`config.mk`:
```
export PLATFORM = sky130hd
export DESIGN_NAME = wb_arbiter_flat
export DESIGN_NICKNAME = d
export VERILOG_FILES = /design/src/rtl/wb_arbiter_if.sv /design/src/rtl/wb_arbiter.sv /design/src/flat_wrapper.sv
export SDC_FILE = /design/constraint.sdc
export NUM_CORES = 1
export LEC_CHECK = 0
export BUFFER_PORTS_ARGS = -buffer_cell sky130_fd_sc_hd__buf_2
export CAP_MARGIN = 10
export CORE_AREA = 2 2 115 117
export CTS_BUF_LIST = sky130_fd_sc_hd__clkbuf_8
export DETAILED_ROUTE_END_ITERATION = 8
export DIE_AREA = 0 0 117 119
export GPL_ROUTABILITY_DRIVEN = 0
export GPL_TIMING_DRIVEN = 1
export PLACE_DENSITY = 0.8
export SETUP_SLACK_MARGIN = 0.15
export SLEW_MARGIN = 20
export SYNTH_ARGS = -nofsm -noshare
export SYNTH_HDL_FRONTEND = slang
export SYNTH_SLANG_ARGS = --single-unit
```
`constraint.sdc`:
```
create_clock -name clk -period 5.5 [get_ports clk]
set_input_delay 0.275 -clock clk [delete_from_list [all_inputs] [get_ports clk]]
set_output_delay 0.275 -clock clk [all_outputs]
set_load 0.01 [all_outputs]
```
`src/rtl/wb_arbiter_if.sv`:
```
// rtl/wb_arbiter_if.sv - execution-unit result bus and retire/redirect outputs of the write-back stage
interface wb_arbiter_if #(
  parameter int XLEN    = 32,
  parameter int NUM_SRC = 3
);
  logic [NUM_SRC-1:0]      src_valid;
  logic [NUM_SRC-1:0]      src_ready;
  logic [NUM_SRC*XLEN-1:0] src_result;
  logic [NUM_SRC*5-1:0]    src_rd;
  logic [NUM_SRC-1:0]      src_result_v;
  logic [NUM_SRC-1:0]      src_exception;
  logic [NUM_SRC*XLEN-1:0] src_target;
  logic                    rf_we;
  logic [4:0]              rf_waddr;
  logic [XLEN-1:0]         rf_wdata;
  logic                    instret_v;
  logic                    redirect_v;
  logic [XLEN-1:0]         redirect_target;
  logic                    flush_o;

  modport slave (
    input  src_valid, src_result, src_rd, src_result_v, src_exception, src_target,
    output src_ready, rf_we, rf_waddr, rf_wdata, instret_v, redirect_v, redirect_target, flush_o
  );

  modport master (
    output src_valid, src_result, src_rd, src_result_v, src_exception, src_target,
    input  src_ready, rf_we, rf_waddr, rf_wdata, instret_v, redirect_v, redirect_target, flush_o
  );
endinterface

```
`src/rtl/wb_arbiter.sv`:
```
// rtl/wb_arbiter.sv - round-robin write-back arbiter with exception redirect and flush drain
module wb_arbiter #(
  parameter int XLEN         = 32,
  parameter int NUM_SRC      = 3,
  parameter int FLUSH_CYCLES = 2
) (
  input logic         clk,
  input logic         rst,
  wb_arbiter_if.slave bus
);
  localparam int PW = (NUM_SRC > 1) ? $clog2(NUM_SRC) : 1;
  localparam int CW = $clog2(FLUSH_CYCLES + 1);

  typedef enum logic {RUN, FLUSH} state_t;

  state_t          state, state_next;
  logic [CW-1:0]   cnt, cnt_next;
  logic [PW-1:0]   rr_ptr, rr_next;
  logic [PW-1:0]   grant, scan_idx;
  logic            any_valid;
  logic [NUM_SRC-1:0] ready;

  logic            we_next, inst_next, redir_next, flush_next;
  logic [4:0]      waddr_next;
  logic [XLEN-1:0] wdata_next, tgt_next;

  logic [XLEN-1:0] res_a [NUM_SRC];
  logic [XLEN-1:0] tgt_a [NUM_SRC];
  logic [4:0]      rd_a  [NUM_SRC];

  for (genvar i = 0; i < NUM_SRC; i++) begin : g_unpack
    assign res_a[i] = bus.src_result[i*XLEN +: XLEN];
    assign tgt_a[i] = bus.src_target[i*XLEN +: XLEN];
    assign rd_a[i]  = bus.src_rd[i*5 +: 5];
  end

  // First valid source scanning upward from rr_ptr, wrapping modulo NUM_SRC.
  always_comb begin
    grant     = '0;
    scan_idx  = '0;
    any_valid = 1'b0;
    for (int k = 0; k < NUM_SRC; k++) begin
      scan_idx = PW'((int'(rr_ptr) + k) % NUM_SRC);
      if (!any_valid && bus.src_valid[scan_idx]) begin
        any_valid = 1'b1;
        grant     = scan_idx;
      end
    end
  end

  always_comb begin
    state_next = state;
    cnt_next   = cnt;
    rr_next    = rr_ptr;
    ready      = '0;
    we_next    = 1'b0;
    inst_next  = 1'b0;
    redir_next = 1'b0;
    flush_next = 1'b0;
    waddr_next = bus.rf_waddr;
    wdata_next = bus.rf_wdata;
    tgt_next   = bus.redirect_target;
    case (state)
      RUN: begin
        if (any_valid) begin
          ready   = NUM_SRC'(1) << grant;
          rr_next = (grant == PW'(NUM_SRC - 1)) ? '0 : grant + PW'(1);
          if (bus.src_exception[grant]) begin
            redir_next = 1'b1;
            tgt_next   = tgt_a[grant];
            flush_next = 1'b1;
            state_next = FLUSH;
            cnt_next   = CW'(FLUSH_CYCLES);
          end else begin
            inst_next = 1'b1;
            if (bus.src_result_v[grant] && rd_a[grant] != 5'd0) begin
              we_next    = 1'b1;
              waddr_next = rd_a[grant];
              wdata_next = res_a[grant];
            end
          end
        end
      end
      FLUSH: begin
        // Counter holds drain cycles still to come after this one.
        ready = '1;
        if (cnt == '0) begin
          state_next = RUN;
        end else begin
          cnt_next   = cnt - CW'(1);
          flush_next = 1'b1;
        end
      end
      default: state_next = RUN;
    endcase
  end

  always_ff @(posedge clk) begin
    if (rst) begin
      state               <= RUN;
      cnt                 <= '0;
      rr_ptr              <= '0;
      bus.rf_we           <= 1'b0;
      bus.rf_waddr        <= '0;
      bus.rf_wdata        <= '0;
      bus.instret_v       <= 1'b0;
      bus.redirect_v      <= 1'b0;
      bus.redirect_target <= '0;
      bus.flush_o         <= 1'b0;
    end else begin
      state               <= state_next;
      cnt                 <= cnt_next;
      rr_ptr              <= rr_next;
      bus.rf_we           <= we_next;
      bus.rf_waddr        <= waddr_next;
      bus.rf_wdata        <= wdata_next;
      bus.instret_v       <= inst_next;
      bus.redirect_v      <= redir_next;
      bus.redirect_target <= tgt_next;
      bus.flush_o         <= flush_next;
    end
  end

  assign bus.src_ready = ready;
endmodule

```
`src/flat_wrapper.sv`:
```
// flat-port wrapper written by rule: the top's interface ports become plain ports
module wb_arbiter_flat 
#(
  parameter int XLEN         = 32,
  parameter int NUM_SRC      = 3,
  parameter int FLUSH_CYCLES = 2
)
  (clk, rst, bus_src_valid, bus_src_result, bus_src_rd, bus_src_result_v, bus_src_exception, bus_src_target, bus_src_ready, bus_rf_we, bus_rf_waddr, bus_rf_wdata, bus_instret_v, bus_redirect_v, bus_redirect_target, bus_flush_o);
  wb_arbiter_if #(.XLEN(XLEN), .NUM_SRC(NUM_SRC)) bus_i ();
  input logic clk;
  input logic rst;
  input wire logic [$bits(bus_i.src_valid)-1:0] bus_src_valid;
  input wire logic [$bits(bus_i.src_result)-1:0] bus_src_result;
  input wire logic [$bits(bus_i.src_rd)-1:0] bus_src_rd;
  input wire logic [$bits(bus_i.src_result_v)-1:0] bus_src_result_v;
  input wire logic [$bits(bus_i.src_exception)-1:0] bus_src_exception;
  input wire logic [$bits(bus_i.src_target)-1:0] bus_src_target;
  output wire logic [$bits(bus_i.src_ready)-1:0] bus_src_ready;
  output wire logic [$bits(bus_i.rf_we)-1:0] bus_rf_we;
  output wire logic [$bits(bus_i.rf_waddr)-1:0] bus_rf_waddr;
  output wire logic [$bits(bus_i.rf_wdata)-1:0] bus_rf_wdata;
  output wire logic [$bits(bus_i.instret_v)-1:0] bus_instret_v;
  output wire logic [$bits(bus_i.redirect_v)-1:0] bus_redirect_v;
  output wire logic [$bits(bus_i.redirect_target)-1:0] bus_redirect_target;
  output wire logic [$bits(bus_i.flush_o)-1:0] bus_flush_o;
  assign bus_i.src_valid = bus_src_valid;
  assign bus_i.src_result = bus_src_result;
  assign bus_i.src_rd = bus_src_rd;
  assign bus_i.src_result_v = bus_src_result_v;
  assign bus_i.src_exception = bus_src_exception;
  assign bus_i.src_target = bus_src_target;
  assign bus_src_ready = bus_i.src_ready;
  assign bus_rf_we = bus_i.rf_we;
  assign bus_rf_waddr = bus_i.rf_waddr;
  assign bus_rf_wdata = bus_i.rf_wdata;
  assign bus_instret_v = bus_i.instret_v;
  assign bus_redirect_v = bus_i.redirect_v;
  assign bus_redirect_target = bus_i.redirect_target;
  assign bus_flush_o = bus_i.flush_o;
  wb_arbiter #(.XLEN(XLEN), .NUM_SRC(NUM_SRC), .FLUSH_CYCLES(FLUSH_CYCLES)) u_core (.clk(clk), .rst(rst), .bus(bus_i));
endmodule
```
==> reports/metrics.yaml, run 1 <==
clock_network:
  cts.sinks: 77
  postCtsHoldBufs: 0
  clock_latency_ps: 350
  cts_tree: "done"
  clockRootBuffer: "clkbuf_8"
  cts_buffers: 9
  clock_path_buffers: 2
  post_cts_resized: 0
  clkTransAtPathRegs_ps: 80
  cts_setup_buffers: 0
  cts_max_level: 3
logic_synthesis:
  synth_edf_count: 0
  synth_cell_types: 50
  synth_area_um2: 4700
  async_flop_share_pct: 0
  yosysWarnings: 0
  ys_seq_elements: 77
  syn_inst: 562
  synth.net_count: 785
  ys_seq_area_share_pct: 32.80
  synth_top_flop_cell: "dfxtp_1"
  avgSynthCellArea_um2: 8.362
detailed_routing:
  ant_nets: 0
  routedWlPerCell_um: 13.56
  avgViaCountPerCell: 4.989
  first_pass_iters: 4
  via_count: 5009
  drt_iter0_drc: 249
  drc: 0
  routed_wl_mm: 13.61
final_layout:
  fill_cells: 1291
  antenna_cells: 0
  syn_to_final_growth_pct: 35.54
  fin_cells: 1004
  postLayoutCoreUtil_pct: 49.48
  drive_above_1_share_pct: 39.49
  nNetsFinal: 1046
critical_path:
  path_max_fanout: 36
  cp-start-kind: "flop"
  crit_type: "flop to flop"
  rr_startpoint: "u_core.rr_ptr[1]"
  worst-r2r-setup-slack_ps: 1440
  required_ps: 5770
  r2r-end: "u_core.bus.rf_wdata[29]"
  rr_worst_depth: 10
  arrival_ps: 4330
  end_kind: "flop"
placed_design:
  dpl_worst_slack_ps: 1445
  dp_hpwl_mm: 10.50
  port_buffers: 293
  dp.cells: 988
floorplan:
  die_h_um: 119
  io_pins: 294
  core.rowCount: 42
  die_w_um: 117
  core_um2: 12870
  die_area_um2: 13920
  start_util_pct: 36.50
status:
  status: "complete, no violations"
power:
  p_leak_nw: 3.472
  p_total_mw: 3.741
  vdd_drop_max_v: 0.0003315
  p_per_area_nw_per_um2: 587.3
global_route:
  overflow: 0
  grt_pass1_wl_mm: 21.27
  grt_max_degree: 76
  antenna_found_initial: 0
  grt_pass1_vias: 4580
  grt_use_total_pct: 19.04
timing:
  min_period_over_period_pct: 73.73
  hold_viol: 0
  slew_violations: 0
  rsz0062_at_grt: "false"
  worst_pin_slew_ps: 1134
  setup-tns-final_ps: 0
  worst_clock_skew_ps: 9.002
  setup_viol_count_final: 0
  layout_min_cycle_time_ps: 4055
  max-slew-margin-rel_pct: 24.41
  timing.fmax_mhz: 246.6
  fin_ws_ps: 1445
flow_run:
  drv_cap: 0
worst_hold_path:
  whs_path_depth: 3
  min-delay-start: "bus_src_target[70]"
  min_delay_worst_endpoint: "u_core.bus.redirect_target[6]"
  hold_path.class: "primary input to flop"
[flip-flops by register name (all words and copies together), names as in the netlist]
| signal | flops |
|---|---|
| u_core.cnt | 2 |
| u_core.bus.redirect_v | 1 |
| u_core.bus.rf_wdata | 32 |
| u_core.bus.rf_we | 1 |
| u_core.bus.instret_v | 1 |
| u_core.rr_ptr | 2 |
| u_core.bus.rf_waddr | 5 |
| u_core.bus.redirect_target | 32 |
| u_core.state | 1 |
[where the power goes]
group	total (mW)	switching (mW)	internal (mW)
clock network	0.435	0.204	0.231
registers	0.843	0.0921	0.751
logic	2.46	1.44	1.02
total	3.74	1.74	2.00
[cells in the mapped netlist, types with 2 or more instances]
cell | count | area [um^2]
buf_2 | 9 | 45.04
nand3b_1 | 2 | 15.01
and3_1 | 3 | 18.77
ha_1 | 5 | 62.56
o21a_1 | 2 | 15.01
inv_1 | 5 | 18.77
a21o_1 | 2 | 15.01
o21ai_2 | 2 | 17.52
nor2_1 | 13 | 48.80
mux2_4 | 2 | 30.03
clkbuf_1 | 29 | 108.9
buf_12 | 3 | 60.06
o21ai_0 | 8 | 40.04
buf_1 | 4 | 15.01
a21oi_1 | 39 | 195.2
buf_6 | 3 | 33.78
nand3_1 | 9 | 45.04
a31o_1 | 3 | 26.28
nand2_1 | 134 | 503.0
mux2i_1 | 105 | 1051
nand2b_1 | 4 | 25.02
or2_1 | 3 | 18.77
a2111oi_0 | 2 | 17.52
dfxtp_1 | 77 | 1541
nor2b_1 | 3 | 18.77
a31oi_1 | 4 | 25.02
o211ai_1 | 63 | 473.0
nand4b_1 | 2 | 17.52
[per-layer routing]
layer,vias up,wire (um),GRT usage (%)
met5,-,0,0
met4,0,268,7.721
met3,24,831,4.173
met2,151,6904,32.88
met1,2289,5609,22.56
li1,2545,-,-
[area by class of cell]
| cell class | instances | area (um^2) | area share [%] |
|---|---|---|---|
| sequential | 77 | 1541 | 24.20 |
| clock inverter | 5 | 51.30 | 0.8053 |
| clock buffer | 11 | 151.4 | 2.377 |
| multi-input combinational | 431 | 2879 | 45.20 |
| inverter | 6 | 22.52 | 0.3536 |
| timing repair buffer | 298 | 1504 | 23.61 |
| tap | 176 | 220.2 | 3.457 |
[worst max-delay path, stage by stage, from the launching register on]
cell     delay (ps)
dfxtp_1         340
inv_1            90
ha_1            350
mux2i_1         310
mux2i_1         170
nor2_1          240
or2_4           590
mux2_4          350
mux2i_1         280
a31o_2          960
mux2i_1         270
[worst max-delay path by stage]
stage	start	to	cells past startpoint
CTS	u_core.rr_ptr[1]	u_core.bus.rf_wdata[4]	10
floorplan	u_core.rr_ptr[1]	u_core.bus.rf_wdata[10]	14
global placement	u_core.rr_ptr[1]	u_core.bus.rf_wdata[29]	10
finish	u_core.rr_ptr[1]	u_core.bus.rf_wdata[29]	10
global route	u_core.rr_ptr[1]	u_core.bus.rf_wdata[21]	10
detailed placement	u_core.rr_ptr[1]	u_core.bus.rf_wdata[4]	10
[cells in the final DEF (no fill, tap or decap), drive strengths merged, types with 2 or more instances in the layout]
cell,n
a31o,3
nand4b,2
inv,8
nor2b,3
o21a,2
clkinv,2
nand3b,2
clkbuf,11
buf,298
or2,4
ha,5
o211ai,63
a21oi,39
nand2b,4
o21ai,11
a31oi,4
and3,3
nand2,134
mux2,3
nor2,14
a21o,2
dfxtp,77
nand3,9
a2111oi,2
mux2i,105
[per-stage QoR]
step / cell area [um^2] / hold WS [ps]
4_1_cts: 6370 / 204.5
2_1_floorplan: 4700 / 443.5
3_5_place_dp: 6167 / 444.1
6_report: 6370 / 231.6
5_1_grt: 6370 / 214.8
3_3_place_gp: 6167 / 439.5
[cell families after synthesis]
group,count (synthesis),synth area share (%)
and+or+nand+nor,182,16.77
adders and majority gates,5,1.331
buffers and inverters,54,6.070
DFF,77,32.80
muxes,108,23.24
AOI/OAI and AO/OA,136,19.78
(Power assumes the default switching activity.)
==> run 2, diff against run 1 <==
--- a/config.mk
+++ b/config.mk
@@ -13,7 +13,7 @@
 export DIE_AREA = 0 0 117 119
 export GPL_ROUTABILITY_DRIVEN = 0
 export GPL_TIMING_DRIVEN = 1
-export PLACE_DENSITY = 0.8
+export PLACE_DENSITY = 0.83
 export SETUP_SLACK_MARGIN = 0.15
 export SLEW_MARGIN = 20
 export SYNTH_ARGS = -nofsm -noshare
==> constraint.sdc (replaced) <==
create_clock -name clk -period 3.28 [get_ports clk]
set_input_delay 0.164 -clock clk [delete_from_list [all_inputs] [get_ports clk]]
set_output_delay 0.164 -clock clk [all_outputs]
set_load 0.01 [all_outputs]
==> reports/metrics.yaml, run 2 (synthesis gave the netlist of run 1 again) <==
status:
  status: "complete, no violations"  # unchanged
timing:
  min_period_over_period_pct: 91.04  # was 73.73%
  fin_ws_ps: 293.7  # was 1445 ps
  setup-tns-final_ps: 0  # unchanged
  hold_viol: 0  # unchanged
  timing.fmax_mhz: 334.9  # was 246.6 MHz
  rsz0062_at_grt: "false"  # unchanged
  slew_violations: 0  # unchanged
  setup_viol_count_final: 0  # unchanged
  max-slew-margin-rel_pct: 34.92  # was 24.41%
  worst_clock_skew_ps: 9.235  # was 9.002 ps
  layout_min_cycle_time_ps: 2986  # was 4055 ps
  worst_pin_slew_ps: 974.8  # was 1134 ps
critical_path:
  critPathCapture: "u_core.bus.rf_waddr[0]"  # was u_core.bus.rf_wdata[29]
  required_ps: 3520  # was 5770 ps
  cp-start-kind: "flop"  # unchanged
  r2r-end: "u_core.bus.rf_waddr[0]"  # was u_core.bus.rf_wdata[29]
  rr_startpoint: "u_core.rr_ptr[1]"  # unchanged
  rr_worst_depth: 11  # was 10
  cpMaxStageDelayCell: "o221a_2"  # was a31o_2
  crit_type: "flop to flop"  # unchanged
  crit_start: "u_core.rr_ptr[1]"  # unchanged
  crit_family: "compound AO/OA/AOI/OAI gates"  # was multiplexers
  worst-r2r-setup-slack_ps: 290  # was 1440 ps
  max_stage_delay_ps: 360  # was 960 ps
  path_max_fanout: 17  # was 36
  worstPathCellList: "inv_1, ha_4, mux2i_1, o22ai_2, o221a_2, nor2_8, and3_1, o2111ai_4, a31o_2, clkbuf_16, a31o_1"  # was inv_1, ha_1, mux2i_1, mux2i_1, nor2_1, or2_4, mux2_4, mux2i_1, a31o_2, mux2i_1
  crit_buf_inv: 2  # was 1
  cp.depth: 11  # was 10
  end_kind: "flop"  # unchanged
  arrival_ps: 3230  # was 4330 ps
final_layout:
  nNetsFinal: 1054  # was 1046
  mostFrequentLayoutCells: "buf_2 (293), nand2_1 (134), mux2i_1 (102), dfxtp_1 (75), o211ai_1 (63)"  # was buf_2 (293), nand2_1 (134), mux2i_1 (105), dfxtp_1 (77), o211ai_1 (63)
  drive_above_1_share_pct: 41.44  # was 39.49%
  syn_to_final_growth_pct: 39.62  # was 35.54%
  final_common_cell: "buf_2"  # unchanged
  antenna_cells: 0  # unchanged
  largestRegisters: "u_core.bus.redirect_target: 32 flops, u_core.bus.rf_wdata: 32 flops, u_core.bus.rf_waddr: 5 flops"  # unchanged
floorplan:
  die_h_um: 119  # unchanged
  core.rowCount: 42  # unchanged
  io_pins: 294  # unchanged
  core_um2: 12870  # unchanged
  die_area_um2: 13920  # unchanged
  start_util_pct: 36.50  # unchanged
  die_w_um: 117  # unchanged
clock_network:
  cts_max_level: 3  # unchanged
  clock_path_buffers: 2  # unchanged
  postCtsHoldBufs: 0  # unchanged
  cts_buffers: 9  # unchanged
  cts.sinks: 77  # unchanged
  clockRootBuffer: "clkbuf_8"  # unchanged
  clkTransAtPathRegs_ps: 80  # about the same
  cts_tree: "done"  # unchanged
  clock_latency_ps: 350  # about the same
detailed_routing:
  drc: 0  # unchanged
  first_pass_iters: 5  # was 4
  drt_iter0_drc: 347  # was 249
  avgViaCountPerCell: 5.039  # was 4.989
  via_count: 5094  # was 5009
  routed_wl_mm: 14.05  # was 13.61 mm
  ant_nets: 0  # unchanged
  routedWlPerCell_um: 13.90  # was 13.56 um
placed_design:
  dpl_worst_slack_ps: 136.6  # was 1445 ps
  port_buffers: 293  # unchanged
  dp_hpwl_mm: 10.65  # was 10.50 mm
global_route:
  antenna_found_initial: 0  # unchanged
  overflow: 0  # unchanged
  grt_max_degree: 69  # was 76
  grt_pass1_wl_mm: 21.18  # was 21.27 mm
  grt_pass1_vias: 4531  # was 4580
  grt_use_total_pct: 19.02  # was 19.04%
power:
  vdd_drop_max_v: 0.0005391  # was 0.0003315 V
  p_leak_nw: 3.519  # was 3.472 nW
  p_per_area_nw_per_um2: 1010  # was 587.3 nW/um^2
worst_hold_path:
  hold_path.class: "primary input to flop"  # unchanged
flow_run:
  drv_cap: 0  # unchanged
-- run 2: changes by cell type in the layout (fill, tap and decap cells not counted), sizes merged --
cell      change
clkinvlp      +2
inv           -1
buf           +7
bufinv        -1
-- run 2: worst reg2reg max path: cells and delay by family, from the launching register on --
kind | cells | cell delay [ps]
AO/OA/AOI/OAI | 5 | 1280
AND/OR/NAND/NOR | 2 | 370
flip-flops | 1 | 350
buffers and inverters | 2 | 330
multiplexers | 1 | 310
adder cells (fa/ha/maj) | 1 | 240
-- run 2: how the worst min path moves through the flow --
stage	startpoint	endpoint	slack, ps	depth (start not counted)
2_1_floorplan	bus_src_target[64]	u_core.bus.redirect_target[0]	380	2
3_3_place_gp	u_core.bus.redirect_target[5]	u_core.bus.redirect_target[5]	440	2
3_5_place_dp	u_core.bus.redirect_target[21]	u_core.bus.redirect_target[21]	440	2
4_1_cts	bus_src_target[75]	u_core.bus.redirect_target[11]	90	3
5_1_grt	bus_src_target[77]	u_core.bus.redirect_target[13]	90	3
6_report	bus_src_target[84]	u_core.bus.redirect_target[20]	120	3
-- run 2: per-layer routing --
metal | global-route usage [%] | vias up | part of all wire, %
met5 | 0 | - | 0
met4 | 6.029 | 0 | 0.97
met3 | 5.394 | 10 | 6.9
met2 | 32.73 | 187 | 51
met1 | 22.62 | 2329 | 41
li1 | - | 2568 | -
-- run 2: per-stage QoR --
stage	cells	hold WS, ps	utilization (%)	instance area (um^2)	total power [mW]
2_1_floorplan	562	383.8	-	4700	4.752
3_3_place_gp	992	439.3	48.52	6247	5.648
3_5_place_dp	992	443.3	48.52	6247	5.740
4_1_cts	1007	87.35	49.98	6435	6.430
5_1_grt	1011	93.00	50.96	6561	7.164
6_report	1011	124.9	50.96	6561	6.624
-- run 2: final cells by class --
type                            instances  area (um^2)
Fill cell                            1269         6314
Multi-Input combinational cell        431         2965
Timing Repair Buffer                  306         1643
Sequential cell                        77         1544
Tap cell                              176        220.2
Clock buffer                           10        137.6
Clock inverter                          5        28.78
Inverter                                6        22.52
-- run 2: what timing repair did --
action | 4_1_cts | 5_1_grt
gates resized for setup | 4 | 15
setup endpoints to repair | 26 | 72
cloned | 0 | 1
pin swaps | 0 | 1
setup buffers | 0 | 3
-- run 2: power breakdown --
group | switching [mW] | internal, mW | total (mW)
logic | 2.56 | 2.01 | 4.58
registers | 0.163 | 1.26 | 1.42
clock network | 0.337 | 0.286 | 0.623
